<file path="config.mk">
export PLATFORM = sky130hd
export DESIGN_NAME = pc_fetch_sequencer
export DESIGN_NICKNAME = d
export VERILOG_FILES = /design/src/rtl/pc_fetch_sequencer.sv
export SDC_FILE = /design/constraint.sdc
export NUM_CORES = 1
export LEC_CHECK = 0
export CAP_MARGIN = 20
export CORE_ASPECT_RATIO = 1.4
export CORE_MARGIN = 10
export CORE_UTILIZATION = 38
export DETAILED_ROUTE_END_ITERATION = 6
export PLACE_DENSITY = 0.78
export SKIP_CTS_REPAIR_TIMING = 1
export SLEW_MARGIN = 5
export SYNTH_ARGS = -nofsm -noshare
export SYNTH_HDL_FRONTEND = slang
export SYNTH_SLANG_ARGS = --single-unit
</file>
<file path="constraint.sdc">
create_clock -name clk -period 2 [get_ports clk]
set_clock_uncertainty 0.15 [all_clocks]
set_input_delay 0.4 -clock clk [delete_from_list [all_inputs] [get_ports clk]]
set_output_delay 0.4 -clock clk [all_outputs]
set_load 0.01 [all_outputs]
</file>
<file path="src/rtl/pc_fetch_sequencer.sv">
// pc_fetch_sequencer: owns the program counter, fetches instruction words
// from memory over a req/ack handshake and hands them to the decoder over a
// valid/ready handshake. Jumps redirect the PC; halt parks the block until reset.
module pc_fetch_sequencer #(
  parameter int unsigned     SIZE     = 16,
  parameter int unsigned     AMOUNT   = 1,
  parameter logic [SIZE-1:0] RESET_PC = '0
) (
  input  logic            clk,
  input  logic            rst_n,
  input  logic            enable,
  input  logic            jump_valid,
  input  logic [SIZE-1:0] jump_addr,
  input  logic            halt,
  output logic            mem_req,
  output logic [SIZE-1:0] mem_addr,
  input  logic            mem_ack,
  input  logic [SIZE-1:0] mem_data,
  output logic            instr_valid,
  output logic [SIZE-1:0] instr_data,
  output logic [SIZE-1:0] instr_pc,
  input  logic            instr_ready,
  output logic [SIZE-1:0] pc,
  output logic            halted
);

  // PC step truncated to the PC width so the add wraps with the carry dropped
  localparam logic [SIZE-1:0] STEP = SIZE'(AMOUNT);

  // ST_REDIRECT is the single request-free cycle that closes an outstanding
  // fetch after a jump, so a late ack for the old address cannot be taken
  typedef enum logic [2:0] {
    ST_IDLE,
    ST_FETCH,
    ST_REDIRECT,
    ST_ISSUE,
    ST_HALTED
  } state_t;

  state_t          state;
  state_t          state_next;
  logic [SIZE-1:0] pc_next;
  logic            capture;

  // State register
  always_ff @(posedge clk or negedge rst_n) begin
    if (!rst_n) begin
      state <= ST_IDLE;
    end else begin
      state <= state_next;
    end
  end

  // Next-state, next-PC and instruction-capture decisions
  always_comb begin
    state_next = state;
    pc_next    = pc;
    capture    = 1'b0;
    unique case (state)
      ST_IDLE: begin
        if (jump_valid) begin
          pc_next = jump_addr;
        end
        if (enable) begin
          state_next = ST_FETCH;
        end
      end
      ST_FETCH: begin
        if (jump_valid) begin
          pc_next    = jump_addr;
          state_next = ST_REDIRECT;
        end else if (mem_ack) begin
          capture    = 1'b1;
          pc_next    = pc + STEP;
          state_next = ST_ISSUE;
        end
      end
      ST_REDIRECT: begin
        state_next = ST_FETCH;
      end
      ST_ISSUE: begin
        if (jump_valid) begin
          pc_next    = jump_addr;
          state_next = ST_FETCH;
        end else if (instr_ready) begin
          if (halt) begin
            state_next = ST_HALTED;
          end else if (enable) begin
            state_next = ST_FETCH;
          end else begin
            state_next = ST_IDLE;
          end
        end
      end
      ST_HALTED: begin
        state_next = ST_HALTED;
      end
      default: begin
        state_next = ST_IDLE;
      end
    endcase
  end

  // PC and captured instruction registers
  always_ff @(posedge clk or negedge rst_n) begin
    if (!rst_n) begin
      pc         <= RESET_PC;
      instr_data <= '0;
      instr_pc   <= '0;
    end else begin
      pc <= pc_next;
      if (capture) begin
        instr_data <= mem_data;
        instr_pc   <= pc;
      end
    end
  end

  assign mem_req     = (state == ST_FETCH);
  assign instr_valid = (state == ST_ISSUE);
  assign halted      = (state == ST_HALTED);
  assign mem_addr    = pc;

endmodule

</file>
* Yosys cells after proc, flatten, opt, wreduce, memory -nomap -nowiden
Cells that the tools add are included.
Cells by class: multiplexer cells 15, reductions and logical operators 5, add/sub/neg operators 1, magnitude comparators 0, equal/unequal tests 8, divide/modulo/power cells 0, shift operators 0, multiply operators 0, bitwise operators 0
Operators by type and width (number):
- $mux W16 | 3
- $pmux W16 S2 | 1
- $mux W3 | 6
- $add A16 B1 Y16 const B | 1
- $pmux W3 S5 | 1
- $eq A3 B2 Y1 const B | 2
- $ne A3 B2 Y1 const B | 2
- $reduce_and A3 Y1 | 2
- $mux W1 | 4
- $eq A3 B1 Y1 const B | 1
- $eq A3 B3 Y1 const B | 1
- $logic_not A3 Y1 | 1
- $ne A2 B1 Y1 const B | 1
- $ne A2 B2 Y1 const B | 1
- $reduce_bool A2 Y1 | 1
- $reduce_or A2 Y1 | 1
Word-level totals: logic and storage cells 33, flip-flop bits (word level) 51, output and inout port bits 67, input port bits 39, ROM bits 0, memories 0, RAM bits 0, latch bits 0

* Longest topological paths before layout
word-level depth 5, depth in mapped cells 7, gate-level depth less buffers 5

* Least setup slack after synthesis
No wires, ideal clock.
path type reg-to-reg, from register pc[7] (netlist: mem_addr[7]), to register pc[15] (netlist: mem_addr[15]), cell stages (with the launch flop) 6, setup slack 0.066 ns, path buffers 1, data required time 1.763 ns, setup time 0.087 ns, clock period less this slack 1.934 ns, data arrival time 1.698 ns, cells stage by stage dfrtp_1 buf_4 nand4_1 or4_1 or4_1 o211ai_1
Between the ends: cells in the longest elaborated chain, start to end 4
Ends and longest elaborated chain:
- start, declared | RTL line 23 | output logic [SIZE-1:0] pc,
- start signal, assigned | RTL line 111 | pc <= pc_next;
- $add A16 B1 Y16 | RTL line 74 | pc_next = pc + STEP;
- $mux W16 | RTL line 72 | end else if (mem_ack) begin
- $mux W16 | RTL line 69 | if (jump_valid) begin
- $pmux W16 S2 | RTL line 59 | unique case (state)
No other way between the ends. The select of a mux whose other input is x is not followed. A chain may end at the register's enable or synchronous reset.

* Worst setup path in the final report
from register pc[4] (netlist: mem_addr[4]), to output mem_addr[4]
RTL lines:
- end, declared | RTL line 16 | output logic [SIZE-1:0] mem_addr,
No word-level cell between the ends.

==> impl_metrics.ini <==
[floorplanning]
rows = 35
die_x_um = 90.55
fp.coreArea_mm2 = 0.006700
initial_core_util_pct = 39.51
die_area_mm2 = 0.01075
ios = 106
chipHeight_um = 118.8

[logic_synthesis]
synth_flop_cell = dfrtp_1
synth_cell_types = 45
syn_area_mm2 = 0.002648
mappedNetlistNets = 274
synth_edf_count = 0
async_reset_ff_share_pct = 100.0
ys_seq_elements = 51
syn_inst = 234
ys_top_cells_by_area = dfrtp_1 48%, mux2_2 14%, buf_4 5.1%
synth_top_area_share_pct = 48.20
synth_top_cell_by_area = dfrtp_1
synth_warnings = 0
yosysSeqAreaShare_pct = 48.20
syn_area_per_cell_um2 = 11.31

[setup_path]
slowest_delay_ns = 0.56
cp_top_family = buffers and inverters
crit_slowest_cell = clkdlybuf4s50_1
r2r_slack_ns = 0.10
crit_path_start_kind = flip-flop
rr_endpoint = mem_addr[15]$_DFFE_PN0P_
critPathArrivalTime_ns = 1.40
cp.required_ns = 1.45
r2r_start = mem_addr[0]$_DFFE_PN0P_
path_max_fanout = 7
crit_type = flip-flop to output port
path_cells = buf_4 > clkdlybuf4s50_1
reg2regPathDepth = 5
end_kind = output port
cp_num_buf_inv = 2

[finish]
antenna_cells = 0
final_util_pct = 60.49
layout.cells.non_filler = 446
num-nets-final = 393
final_common_cell = clkdlybuf4s50_1
nFillCells = 578
area_delta_synth_final_pct = 53.07
drive_gt1_share_pct = 25.71
final_cell_mix = 98 x clkdlybuf4s50_1, 47 x dfrtp_1, 34 x buf_4

[global_route]
antenna_found_initial = 0
grtUsageTotal_pct = 13.21
grt_pass1_vias = 2345
grt_pass1_wl_mm = 11.84
grt_max_degree = 52
gr-total-overflow = 0

[timing]
slew-limit-headroom_pct = 71.36
hold_violations = 0
period_minus_slack_ns = 1.951
rsz0062_at_grt = false
worstMarginPinSlew_ns = 0.4283
fmax_mhz = 512.5
finalSetupViolCount = 0
period_share_pct = 97.57
slew_viol_final = 0

[clocking]
path_clk_slew_ns = 0.10
cts-root-buf = clkbuf_8
cts_tree = yes
cts.sink_count = 51
ctsLongestPathBuffers = 2
clock_latency_ns = 0.30
h-tree-depth = 2
cts_made_buffers = 5

[route]
wl_per_cell_um = 17.02
via_per_inst = 5.110
wirelength_mm = 7.593
drtIter0Drc = 75
num_vias = 2279
first_pass_iters = 4
postRouteAntennaNets = 0
drc = 0

[run]
cap_violations = 0

[place]
hpwl_mm = 5.846
place_inst = 435
gp_congestion = 0.8272
numPortBuffers = 105

[hold_path]
min_delay_worst_endpoint = instr_pc[14]$_DFFE_PN0P_
holdPathStages = 1
hp-start = instr_pc[14]$_DFFE_PN0P_
hp-class = flip-flop to flip-flop

[power_and_ir_drop]
power.share.combinational_pct = 61.4
power_frac_seq_pct = 29.1
p_sw_mw = 2.423
p_int_mw = 4.109
p_leak_nw = 1.745
ir_worst_vdd_uv = 785.1
switching_share_pct = 37.09
powerDensity_mw_per_mm2 = 1612
clkPwrFrac_pct = 9.5

[outcome]
outcome = finished, final reports clean
-- sequential cells by signal (all words and copies together) (netlist names) --
name / count
mem_addr: 16
instr_data: 16
instr_pc: 16
state: 3
-- worst max path at each step --
stage	from	end	slack, ns	cells past startpoint
floorplan	mem_addr[7]$_DFFE_PN0P_	mem_addr[15]$_DFFE_PN0P_	0.07	5
global placement	jump_valid	mem_addr[14]$_DFFE_PN0P_	-0.26	5
detailed placement	jump_valid	mem_addr[14]$_DFFE_PN0P_	-0.30	5
CTS	state[2]$_DFFE_PN0P_	mem_req	-0.33	3
global route	state[2]$_DFFE_PN0P_	mem_req	0.006	3
finish	mem_addr[4]$_DFFE_PN0P_	mem_addr[4]	0.05	2
-- cells by family after synthesis --
logic type | Yosys count | synth area share, %
AND/OR/NAND/NOR | 55 | 12.34
flip-flops | 51 | 48.20
AO/OA/AOI/OAI | 44 | 11.06
multiplexers | 42 | 17.39
buffers and inverters | 40 | 10.21
XOR/XNOR | 1 | 0.3309
adder cells (fa/ha/maj) | 1 | 0.4725
-- power groups by stage --
stage | logic, mW | clock network (mW) | registers, mW
2_1_floorplan | 1.76 | 0 | 2.18
6_report | 4.01 | 0.619 | 1.90
4_1_cts | 4.02 | 0.636 | 1.90
5_1_grt | 4.30 | 0.671 | 1.97
3_5_place_dp | 4.00 | 0 | 1.92
3_3_place_gp | 3.91 | 0 | 1.90
-- routing by layer --
layer	vias up	GRT usage (%)	share of wire [%]
met5	-	0	0
met4	0	4.192	1.3
met3	9	3.420	6.5
met2	79	24.55	54
met1	1109	14.03	38
li1	1082	-	-
-- through the flow --
stage / instance area [um^2] / setup slack, ns / power [mW] / hold slack (ns) / TNS [ns]
final: 4053 / 0.04862 / 6.532 / 0.3617 / 0
after global routing: 4053 / 0.006447 / 6.945 / 0.3771 / 0
after CTS: 3983 / -0.3297 / 6.555 / -0.06796 / -0.7719
after detailed placement: 3889 / -0.2981 / 5.927 / 0.2624 / -3.816
after global placement: 3889 / -0.2581 / 5.804 / 0.2638 / -2.440
after floorplan: 2648 / 0.06555 / 3.937 / -0.04559 / 0
-- layout make-up --
cell class                 count  area, um^2  share of cell area [%]
inverter                       8       30.03                  0.7410
timing repair buffer         144        1406                   34.70
clock inverter                 3       25.02                  0.6175
multi-input combinational    143        1126                   27.79
clock buffer                   5       68.82                   1.698
sequential                    51        1281                   31.61
tap                           92       115.1                   2.840
-- cells in the mapped netlist, types with 2 or more instances --
cell       number
nand4_1         6
a22oi_1         2
mux2i_1        10
buf_2           6
buf_4          18
buf_6           2
clkbuf_8        3
nor2_1          5
nor3_1          6
and3_1          4
o211ai_1        3
o21ai_0        11
clkbuf_1        2
inv_1           8
nand2_1         8
a21oi_1         9
nor4_1          3
mux2_2         32
or4_1           4
a2bb2oi_1       5
a31oi_1         3
nand3_1         8
dfrtp_1        51
o2bb2ai_1       4
Power figures use the tool's default switching activity.
